[src/rtl/rice_bus_if.sv]
// CSR bus shared by the CSR initiator and the CSR responders.
// The request channel carries address, direction and write data. Writes are
// non-posted, so every accepted request gets exactly one response beat.
interface rice_bus_if #(
    parameter int ADDRESS_WIDTH = 12,
    parameter int XLEN          = 32
);
    logic                     request_valid;
    logic                     request_ready;
    logic [ADDRESS_WIDTH-1:0] address;
    logic                     write;
    logic [XLEN-1:0]          write_data;
    logic                     response_valid;
    logic                     response_ready;
    logic [XLEN-1:0]          read_data;
    logic                     error;

    modport master (
        output request_valid, address, write, write_data, response_ready,
        input  request_ready, response_valid, read_data, error
    );

    modport slave (
        input  request_valid, address, write, write_data, response_ready,
        output request_ready, response_valid, read_data, error
    );
endinterface

[src/rtl/rice_core_csr_access.sv]
// Zicsr execute-stage CSR bus initiator.
// Turns one CSRRW/CSRRS/CSRRC (or immediate form) into an optional read and
// an optional write on the CSR bus, does the read-modify-write locally and
// reports the old CSR value or an illegal-instruction error.
// Optional feature: define RICE_CORE_CSR_READ_ONLY_CHECK_EN to reject writes
// to the read-only CSR space (address[11:10] == 2'b11) without bus traffic.
module rice_core_csr_access #(
    parameter int XLEN          = 32,
    parameter int ADDRESS_WIDTH = 12
) (
    input  logic                     i_clk,
    input  logic                     i_rst_n,
    input  logic                     i_valid,
    output logic                     o_ready,
    input  logic [1:0]               i_op,
    input  logic [ADDRESS_WIDTH-1:0] i_address,
    input  logic [XLEN-1:0]          i_operand,
    input  logic                     i_rs1_zero,
    input  logic                     i_rd_zero,
    input  logic                     i_flush,
    output logic                     o_done,
    output logic [XLEN-1:0]          o_rd_value,
    output logic                     o_error,
    output logic                     o_busy,
    rice_bus_if.master               csr_if
);

    localparam logic [1:0] OP_RW = 2'b01;
    localparam logic [1:0] OP_RS = 2'b10;
    localparam logic [1:0] OP_RC = 2'b11;

    typedef enum logic [2:0] {
        IDLE,
        RD_REQ,
        RD_RSP,
        WR_REQ,
        WR_RSP,
        DONE
    } state_t;

    state_t state;
    state_t state_next;

    // Instruction fields captured at acceptance (datapath, no reset needed)
    logic [1:0]               op;
    logic [ADDRESS_WIDTH-1:0] address;
    logic [XLEN-1:0]          operand;
    logic [XLEN-1:0]          old_value;
    logic [XLEN-1:0]          write_data;

    // Control flags
    logic need_write;
    logic read_issued;
    logic error_flag;
    logic kill;

    // Request-time decode
    logic need_read_in;
    logic need_write_in;
    logic ro_violation;
    logic illegal_in;
    logic accept;
    logic kill_now;
    logic response_error;

    assign need_read_in  = !((i_op == OP_RW) && i_rd_zero);
    assign need_write_in = (i_op == OP_RW) || !i_rs1_zero;

`ifdef RICE_CORE_CSR_READ_ONLY_CHECK_EN
    assign ro_violation = need_write_in &&
                          (i_address[ADDRESS_WIDTH-1 -: 2] == 2'b11);
`else
    assign ro_violation = 1'b0;
`endif

    assign illegal_in     = (i_op == 2'b00) || ro_violation;
    assign accept         = (state == IDLE) && i_valid && !i_flush;
    // A flush arriving this very cycle counts as well as a remembered one
    assign kill_now       = kill || i_flush;
    assign response_error = csr_if.response_valid && csr_if.error;

    // Next-state and Moore outputs of the transaction sequencer
    always_comb begin
        state_next           = state;
        csr_if.request_valid = 1'b0;
        csr_if.write         = 1'b0;
        o_done               = 1'b0;
        case (state)
            IDLE: begin
                if (i_valid && !i_flush) begin
                    if (illegal_in) begin
                        state_next = DONE;
                    end else if (need_read_in) begin
                        state_next = RD_REQ;
                    end else if (need_write_in) begin
                        state_next = WR_REQ;
                    end else begin
                        state_next = DONE;
                    end
                end
            end
            RD_REQ: begin
                csr_if.request_valid = 1'b1;
                if (csr_if.request_ready) begin
                    state_next = RD_RSP;
                end
            end
            RD_RSP: begin
                if (csr_if.response_valid) begin
                    if (csr_if.error || kill_now || !need_write) begin
                        state_next = DONE;
                    end else begin
                        state_next = WR_REQ;
                    end
                end
            end
            WR_REQ: begin
                // An already asserted write is never withdrawn, even on flush
                csr_if.request_valid = 1'b1;
                csr_if.write         = 1'b1;
                if (csr_if.request_ready) begin
                    state_next = WR_RSP;
                end
            end
            WR_RSP: begin
                if (csr_if.response_valid) begin
                    state_next = DONE;
                end
            end
            DONE: begin
                o_done     = !kill_now;
                state_next = IDLE;
            end
            default: begin
                state_next = IDLE;
            end
        endcase
    end

    // State register and control flags
    always_ff @(posedge i_clk or negedge i_rst_n) begin
        if (!i_rst_n) begin
            state       <= IDLE;
            need_write  <= 1'b0;
            read_issued <= 1'b0;
            error_flag  <= 1'b0;
            kill        <= 1'b0;
        end else begin
            state <= state_next;
            if (accept) begin
                need_write  <= need_write_in;
                read_issued <= need_read_in && !illegal_in;
                error_flag  <= illegal_in;
                kill        <= 1'b0;
            end else begin
                if (i_flush && (state != IDLE)) begin
                    kill <= 1'b1;
                end
                if (response_error && ((state == RD_RSP) || (state == WR_RSP))) begin
                    error_flag <= 1'b1;
                end
            end
        end
    end

    // Instruction capture and old-value register
    always_ff @(posedge i_clk) begin
        if (accept) begin
            op      <= i_op;
            address <= i_address;
            operand <= i_operand;
        end
        if ((state == RD_RSP) && csr_if.response_valid) begin
            old_value <= csr_if.read_data;
        end
    end

    // Read-modify-write data; stable for the whole WR_REQ phase
    always_comb begin
        case (op)
            OP_RS:   write_data = old_value | operand;
            OP_RC:   write_data = old_value & ~operand;
            default: write_data = operand;
        endcase
    end

    assign csr_if.address        = address;
    assign csr_if.write_data     = write_data;
    assign csr_if.response_ready = 1'b1;

    assign o_ready    = (state == IDLE);
    assign o_busy     = (state != IDLE);
    assign o_rd_value = read_issued ? old_value : '0;
    assign o_error    = o_done && error_flag;

    // Responses are only legal while a response is being waited for
    assert property (@(posedge i_clk) disable iff (!i_rst_n)
        csr_if.response_valid |-> ((state == RD_RSP) || (state == WR_RSP)));

endmodule

[src/flat_wrapper.sv]
// flat-port wrapper written by rule: the top's interface ports become plain ports
module rice_core_csr_access_flat 
#(
    parameter int XLEN          = 32,
    parameter int ADDRESS_WIDTH = 12
)
  (i_clk, i_rst_n, i_valid, o_ready, i_op, i_address, i_operand, i_rs1_zero, i_rd_zero, i_flush, o_done, o_rd_value, o_error, o_busy, csr_if_request_valid, csr_if_address, csr_if_write, csr_if_write_data, csr_if_response_ready, csr_if_request_ready, csr_if_response_valid, csr_if_read_data, csr_if_error);
  rice_bus_if #(.ADDRESS_WIDTH(ADDRESS_WIDTH), .XLEN(XLEN)) csr_if_i ();
  input  logic i_clk;
  input  logic i_rst_n;
  input  logic i_valid;
  output logic o_ready;
  input  logic [1:0] i_op;
  input  logic [ADDRESS_WIDTH-1:0] i_address;
  input  logic [XLEN-1:0] i_operand;
  input  logic i_rs1_zero;
  input  logic i_rd_zero;
  input  logic i_flush;
  output logic o_done;
  output logic [XLEN-1:0] o_rd_value;
  output logic o_error;
  output logic o_busy;
  output wire logic [$bits(csr_if_i.request_valid)-1:0] csr_if_request_valid;
  output wire logic [$bits(csr_if_i.address)-1:0] csr_if_address;
  output wire logic [$bits(csr_if_i.write)-1:0] csr_if_write;
  output wire logic [$bits(csr_if_i.write_data)-1:0] csr_if_write_data;
  output wire logic [$bits(csr_if_i.response_ready)-1:0] csr_if_response_ready;
  input wire logic [$bits(csr_if_i.request_ready)-1:0] csr_if_request_ready;
  input wire logic [$bits(csr_if_i.response_valid)-1:0] csr_if_response_valid;
  input wire logic [$bits(csr_if_i.read_data)-1:0] csr_if_read_data;
  input wire logic [$bits(csr_if_i.error)-1:0] csr_if_error;
  assign csr_if_request_valid = csr_if_i.request_valid;
  assign csr_if_address = csr_if_i.address;
  assign csr_if_write = csr_if_i.write;
  assign csr_if_write_data = csr_if_i.write_data;
  assign csr_if_response_ready = csr_if_i.response_ready;
  assign csr_if_i.request_ready = csr_if_request_ready;
  assign csr_if_i.response_valid = csr_if_response_valid;
  assign csr_if_i.read_data = csr_if_read_data;
  assign csr_if_i.error = csr_if_error;
  rice_core_csr_access #(.XLEN(XLEN), .ADDRESS_WIDTH(ADDRESS_WIDTH)) u_core (.i_clk(i_clk), .i_rst_n(i_rst_n), .i_valid(i_valid), .o_ready(o_ready), .i_op(i_op), .i_address(i_address), .i_operand(i_operand), .i_rs1_zero(i_rs1_zero), .i_rd_zero(i_rd_zero), .i_flush(i_flush), .o_done(o_done), .o_rd_value(o_rd_value), .o_error(o_error), .o_busy(o_busy), .csr_if(csr_if_i));
endmodule
[config.mk]
export PLATFORM = sky130hd
export DESIGN_NAME = rice_core_csr_access_flat
export DESIGN_NICKNAME = d
export VERILOG_FILES = /design/src/rtl/rice_bus_if.sv /design/src/rtl/rice_core_csr_access.sv /design/src/flat_wrapper.sv
export SDC_FILE = /design/constraint.sdc
export NUM_CORES = 1
export LEC_CHECK = 0
export CORE_AREA = 2 2 101 103
export CTS_BUF_LIST = sky130_fd_sc_hd__clkbuf_16
export CTS_CLUSTER_SIZE = 24
export DETAILED_ROUTE_END_ITERATION = 12
export DIE_AREA = 0 0 103 105
export PLACE_DENSITY = 0.81
export SLEW_MARGIN = 20
export SYNTH_ARGS = -nofsm -noshare
export SYNTH_HDL_FRONTEND = slang
export SYNTH_SLANG_ARGS = --single-unit
export TNS_END_PERCENT = 100
[constraint.sdc]
create_clock -name i_clk -period 1.9 [get_ports i_clk]
set_input_delay 0.19 -clock i_clk [delete_from_list [all_inputs] [get_ports i_clk]]
set_output_delay 0.19 -clock i_clk [all_outputs]
set_load 0.05 [all_outputs]
==> Implementation_results.wiki <==
{| class="wikitable"
! Metric !! Value
|-
| Run status || finished, final reports clean
|-
| Inserted Clock Buffers || 9
|-
| Slowest CP cell || sky130_fd_sc_hd__dfrtp_2
|-
| Peak supply drop || 713.0 uV
|-
| Clock transition at path regs || 0.06 ns
|-
| CTS tree || yes
|-
| Required time of the critical path || 1.71 ns
|-
| H-tree levels || 3
|-
| Largest fanout on the critical path || 10
|-
| Core box area || 0.009639 mm^2
|-
| Layout cell share with drive strength beyond 1 || 22.91%
|-
| Worst path bufs/invs || 1
|-
| Combinational family with the most area after synthesis || simple AND/OR/NAND/NOR gates
|-
| Clock root cell || sky130_fd_sc_hd__clkbuf_16
|-
| Clk_skew || 0.005685 ns
|-
| Longest Clk Path Bufs || 2
|-
| Ratio of final minimum period to clock period || 93.25%
|-
| X dimension of the die || 103 um
|-
| Switch Pwr || 3.019 mW
|-
| Portion of total power attributed to the clock network || 23.4%
|-
| Setup Fix Bufs, Post-CTS || 0
|-
| Synthesized-area fraction occupied by ao, oa, aoi and oai cells || 8.127%
|-
| Met1 Use GR || 20.24%
|-
| Count of final setup violators || 0
|-
| Yosys warning count || 0
|-
| Number of top-level pins || 170
|-
| Static Leak || 2.289 nW
|-
| Hold-fix buffers at CTS || 0
|-
| Mean Syn Cell Area || 12.66 um^2
|-
| Critical R2R Launch || u_core.state[1]
|-
| Final Max Slew Viols || 0
|-
| F_max || 564.4 MHz
|-
| Initial antenna violation count || 0
|-
| Simple-gate portion of the synthesized area || 16.36%
|-
| Placement-stage cell area || 0.005693 mm^2
|-
| Port bufs || 168
|-
| Total wire length || 9187 um
|-
| Final layout net count || 537
|-
| Data arrival, critical path || 1.58 ns
|-
| Post-detailed-route via-to-cell ratio || 4.615
|-
| Utilization after layout || 62.50%
|-
| Met3 track demand over resource || 4.615%
|-
| Post-synth design cell area || 0.003495 mm^2
|-
| GRT Resource Usage Total || 17.17%
|-
| Busiest metal layer after global routing || met2
|-
| Slew headroom || 66.36%
|-
| Minimum clock period after layout || 1.772 ns
|-
| Commonest non-fill, non-tap cell in the layout || sky130_fd_sc_hd__clkdlybuf4s50_1
|-
| Final instance area || 0.006025 mm^2
|-
| Remaining DRCs || 0
|-
| Sequential group share of total power || 31.5%
|-
| Post-synthesis sequential area ratio || 72.04%
|-
| Via count of the first global-routing pass || 2807
|-
| FP Rows || 36
|-
| Mux contribution to synthesized area || 0%
|-
| Power per cell area || 1359 mW/mm^2
|-
| Critical Path Sink Type || output port
|-
| Detailed Place HPWL || 6957 um
|-
| Via total after detailed routing || 2709
|-
| Number of fill cells in the layout || 771
|-
| RSZ-0062 raised after global routing || no
|-
| Clock insertion delay at the later pin of the skew report || 0.33 ns
|-
| Sum Neg Setup Slack || 0 ns
|-
| Type of the most critical hold path || input port to async pin
|-
| Cells after Synth || 276
|-
| Die height || 105 um
|-
| First-pass GRT wire length || 14080 um
|-
| Synth-to-Final Area Change || 72.40%
|-
| Highest-count cells in the layout ignoring fill and taps || sky130_fd_sc_hd__clkdlybuf4s50_1 (98), sky130_fd_sc_hd__edfxtp_1 (78), sky130_fd_sc_hd__nand2_1 (64)
|-
| Share of total power consumed by net switching || 36.86%
|-
| DR pass1 iterations || 4
|-
| Distinct cell type count after synthesis || 30
|-
| Crit Path Class || flip-flop to output port
|-
| Die outline area || 0.01082 mm^2
|-
| #FFs+latches synth || 85
|-
| Transition at the pin with the smallest max-transition slack || 0.5030 ns
|-
| Wire length per cell after detailed routing || 15.65 um
|-
| Count of inserted antenna diode cells || 0
|-
| GRT met2 Usage || 30.15%
|-
| Number of antenna-violating nets in the routed design || 0
|-
| Cell-internal power || 5.170 mW
|-
| Slowest stage delay, CP || 0.51 ns
|-
| DR iter-0 viols || 122
|-
| Number of nets produced by synthesis || 363
|-
| Maximum capacitance violations || 0
|-
| Pin count of the biggest net entering global routing || 30
|-
| Proportion of power drawn by combinational gates || 45.1%
|-
| Critical path launch point type || flip-flop
|-
| Chain of cells forming the critical path || nor4_4, and2_1, buf_12
|-
| Placed Cells || 572
|-
| Kind of cell adding the most delay to the critical path || simple AND/OR/NAND/NOR gates
|-
| Routability cong. || 0.8164
|-
| Final Hold Vio Count || 0
|-
| Num Clock Sinks || 85
|-
| Startpoint of the worst setup timing path || u_core.state[1]
|-
| Total congestion overflow || 0
|-
| Adder-Cell Fraction of Synth Area || 0%
|-
| Post-Synth XOR/XNOR Area || 0.5013%
|-
| Effective utilization at floorplan || 36.25%
|-
| Count of cells resized by post-cts repair || 0
|-
| Post-route non-filler standard cell count || 587
|}
per-layer routing:
metal,vias up,routed length (um)
met5,-,0
met1,1272,3602
met3,6,663
met2,118,4853
met4,0,67
li1,1313,-
state kept, by name, indices dropped and copies added (netlist names):
name	count
u_core.old_value	32
u_core.operand	32
u_core.csr_if.address	12
u_core.state	3
u_core.op	2
u_core.error_flag	1
u_core.kill	1
u_core.need_write	1
u_core.read_issued	1
area by class of cell:
type	instances	area, um^2	share of cell area [%]
sequential	85	2521	41.85
multi-input combinational	170	904.6	15.02
tap	133	166.4	2.762
clock inverter	6	102.6	1.703
inverter	6	22.52	0.3738
clock buffer	9	225.2	3.738
timing repair buffer	178	2082	34.56
power by group through the flow:
stage               clock network, mW  logic, mW  registers, mW
floorplan                           0       2.05           2.56
global placement                    0       3.69           2.59
detailed placement                  0       3.73           2.61
CTS                              1.96       3.74           2.58
global route                     2.04       3.88           2.62
finish                           1.91       3.69           2.58
cell usage after synthesis:
| library cell | number | area, um^2 |
|---|---|---|
| sky130_fd_sc_hd__inv_1 | 6 | 22.52 |
| sky130_fd_sc_hd__nor3_1 | 1 | 5.000 |
| sky130_fd_sc_hd__nor2b_1 | 3 | 18.77 |
| sky130_fd_sc_hd__o211ai_1 | 1 | 7.510 |
| sky130_fd_sc_hd__a221o_1 | 1 | 10.01 |
| sky130_fd_sc_hd__clkbuf_1 | 9 | 33.78 |
| sky130_fd_sc_hd__nor4_1 | 1 | 6.260 |
| sky130_fd_sc_hd__o21ai_0 | 34 | 170.2 |
| sky130_fd_sc_hd__o2111ai_1 | 1 | 8.760 |
| sky130_fd_sc_hd__nor3b_4 | 1 | 18.77 |
| sky130_fd_sc_hd__xor2_1 | 1 | 8.760 |
| sky130_fd_sc_hd__nor2_1 | 5 | 18.77 |
| sky130_fd_sc_hd__dfrtp_1 | 7 | 175.2 |
| sky130_fd_sc_hd__and2_2 | 2 | 15.01 |
| sky130_fd_sc_hd__buf_2 | 2 | 10.01 |
| sky130_fd_sc_hd__conb_1 | 1 | 3.750 |
| sky130_fd_sc_hd__a31oi_1 | 4 | 25.02 |
| sky130_fd_sc_hd__a221oi_2 | 1 | 15.01 |
| sky130_fd_sc_hd__nand3_1 | 1 | 5.000 |
| sky130_fd_sc_hd__and2_1 | 34 | 212.7 |
| sky130_fd_sc_hd__buf_4 | 3 | 22.52 |
| sky130_fd_sc_hd__nand2b_1 | 2 | 12.51 |
| sky130_fd_sc_hd__a22oi_1 | 1 | 7.510 |
| sky130_fd_sc_hd__a21oi_1 | 8 | 40.04 |
| sky130_fd_sc_hd__edfxtp_1 | 78 | 2342 |
| sky130_fd_sc_hd__buf_6 | 1 | 11.26 |
| sky130_fd_sc_hd__nor4b_1 | 1 | 8.760 |
| sky130_fd_sc_hd__nand2_1 | 64 | 240.2 |
| sky130_fd_sc_hd__xnor2_1 | 1 | 8.760 |
| sky130_fd_sc_hd__and3b_2 | 1 | 10.01 |
worst paths after layout:
kind	end	slack (ns)	cells after the start
worst max-delay path	o_error	0.13	3
worst min-delay path	u_core.error_flag	0.13	1
worst max register to register	u_core.operand[11]	0.37	3
worst min register to register	u_core.need_write	0.55	2
max in group asynchronous	u_core.state[0]	1.50	1
min in group i_clk	u_core.operand[8]	0.42	1
logic make-up (layout without fill, tap and decap cells):
kind of cell	after synthesis	in the layout
AO/OA/AOI/OAI	51	51
XOR/XNOR	2	2
buffers and inverters	21	199
flip-flops	85	85
other	1	1
AND/OR/NAND/NOR	116	116
per-stage QoR:
step / hold slack [ns] / total power, mW / worst slack, ns
after detailed placement: 0.4812 / 6.348 / 0.1339
after floorplan: -0.1056 / 4.602 / -0.0004899
after CTS: 0.1290 / 8.277 / 0.02862
final: 0.1336 / 8.189 / 0.1282
after global routing: 0.1365 / 8.530 / 0.08458
after global placement: 0.4673 / 6.275 / 0.2071
Power figures use the tool's default switching activity.
==> patch: new RTL, config.mk and constraints unchanged <==
Build with the macro `RICE_CORE_CSR_READ_ONLY_CHECK_EN` defined.
--- a/src/rtl/rice_core_csr_access.sv
+++ b/src/rtl/rice_core_csr_access.sv
@@ -4,6 +4,8 @@
 // reports the old CSR value or an illegal-instruction error.
 // Optional feature: define RICE_CORE_CSR_READ_ONLY_CHECK_EN to reject writes
 // to the read-only CSR space (address[11:10] == 2'b11) without bus traffic.
+`define RICE_CORE_CSR_READ_ONLY_CHECK_EN
+
 module rice_core_csr_access #(
     parameter int XLEN          = 32,
     parameter int ADDRESS_WIDTH = 12
Formal check against the unedited RTL: not equivalent (a bounded check fails within 4 cycles, from zero or initial values and one cycle with i_rst_n low).
==> patch against the unedited design <==
- worst setup slack worse by 0.058 ns
- maximum frequency is 3.2% lower
- power is 3.7% lower
- wire length is 0.67% higher
- sequential cell count stayed put
- area after synthesis is 0.21% higher
- design area is 0.15% higher
- core utilization is 0.091 points higher
- hold slack better by 0.0054 ns
- critical path type unchanged
==> patch: results (changes against the unedited design) <==
metric;value;unit;change
sequential-to-total area share from yosys stat;0.719;;-0.00154
slowest stage cell, crit path;dfrtp_1;;
Leakage Power;0.00232;uW;+1.5%
post-DP HPWL;7.12;mm;+2.3%
gpl congestion;0.739;;-9.4%
# fillers;778;;+0.91%
vias in the first global route;2970;;+5.8%
status;finished, final reports clean;;
Synth top cells by count;78 x edfxtp_1, 65 x nand2_1, 35 x and2_1;;
EDFF count, synth;78;;unchanged
GR Util met3;0.0515;;+0.00535
Vias;2780;;+2.6%
largest net degree at the start of global routing;26;;-13%
met2 Resource Use GR;0.303;;+0.00186
final instance count without filler cells;589;;+0.34%
CP peak stage delay;0.40;ns;-0.11 ns
Nets;538;;+0.19%
Mapped Nets;356;;-1.9%
fraction of layout cells with a size suffix above 1;0.246;;+0.0165
Setup Skew;0.00501;ns;-0.000674 ns
Crit Path Max Fanout;9;;-1
wire length per cell;15.7;um;+0.33%
Avg Cell Area, Syn;13.0;um2;+2.8%
largest cells by area after synthesis;edfxtp_1 67%, nand2_1 7.0%, and2_1 6.3%;;
Worst IR Drop VDD;1.26;mV;+77%
worst slack, placed;-0.0540;ns;-0.188 ns
initial DRC count;103;;-16%
Least-Margin Pin Slew;0.515;ns;+0.0117 ns
Tot GR Track Use;0.175;;+0.00335
arrival time worst endpoint;1.64;ns;+0.06 ns
NetSw;3090;uW;+2.4%
first-pass GRT wire length;14.6;mm;+3.6%
clock buffer depth;2;;unchanged
## patch: logic make-up after synthesis
| logic type | synth area share |
|---|---|
| AO/OA/AOI/OAI | 0.0782 |
| buffers and inverters | 0.0207 |
| flip-flops | 0.719 |
| multiplexers | 0.00857 |
| other | 0.00107 |
| XOR/XNOR | 0.00250 |
| AND/OR/NAND/NOR | 0.170 |
## patch: power groups by stage
stage / registers (uW) / logic, uW / clock network [uW]
after floorplan: 2630 / 1990 / 0
after global placement: 2560 / 3700 / 0
after detailed placement: 2570 / 3760 / 0
after CTS: 2540 / 3770 / 1640
after global routing: 2570 / 3920 / 1740
final: 2540 / 3740 / 1600
## patch: worst paths after layout
path                                   start                 end  slack [ns]  depth (start not counted)
max                          u_core.state[1]             o_error        0.07                          5
min                                  i_rst_n         u_core.kill        0.14                          1
max reg2reg                  u_core.state[0]  u_core.operand[21]        0.16                          3
min reg2reg                u_core.need_write   u_core.need_write        0.56                          1
max in group asynchronous            i_rst_n     u_core.state[0]        1.48                          1
min in group i_clk             i_operand[20]  u_core.operand[20]        0.41                          1
## patch: per-layer routing
metal / vias up / share of wire / wire, um
li1: 1315 / - / -
met1: 1325 / 0.39 / 3620
met2: 130 / 0.52 / 4800
met3: 10 / 0.076 / 703
met4: 0 / 0.013 / 121
met5: - / 0 / 0
## patch: layout make-up
class / instances / area (um2) / share of cell area
clock buffer: 9 / 225 / 0.0373
clock inverter: 7 / 51.3 / 0.00850
inverter: 3 / 11.3 / 0.00187
multi-input combinational: 168 / 942 / 0.156
sequential: 85 / 2520 / 0.417
tap: 133 / 166 / 0.0276
timing repair buffer: 184 / 2120 / 0.351
## patch: worst register-to-register path: stages (launching register included)
cell and delay [ns]:
dfrtp_2 0.46, or4b_4 0.58, nor2_8 0.19, buf_12 0.20
## patch: what timing repair did
item | in CTS | in global routing
gates resized for setup | 0 | 2
buffers inserted | 1 | 0
setup endpoints to repair | 1 | 2
## patch: metrics by stage
step / instance area [um2] / hold slack [ns]
after global routing: 6030 / 0.141
after global placement: 5740 / 0.472
after CTS: 6030 / 0.131
after floorplan: 3530 / -0.106
final: 6030 / 0.139
after detailed placement: 5740 / 0.486
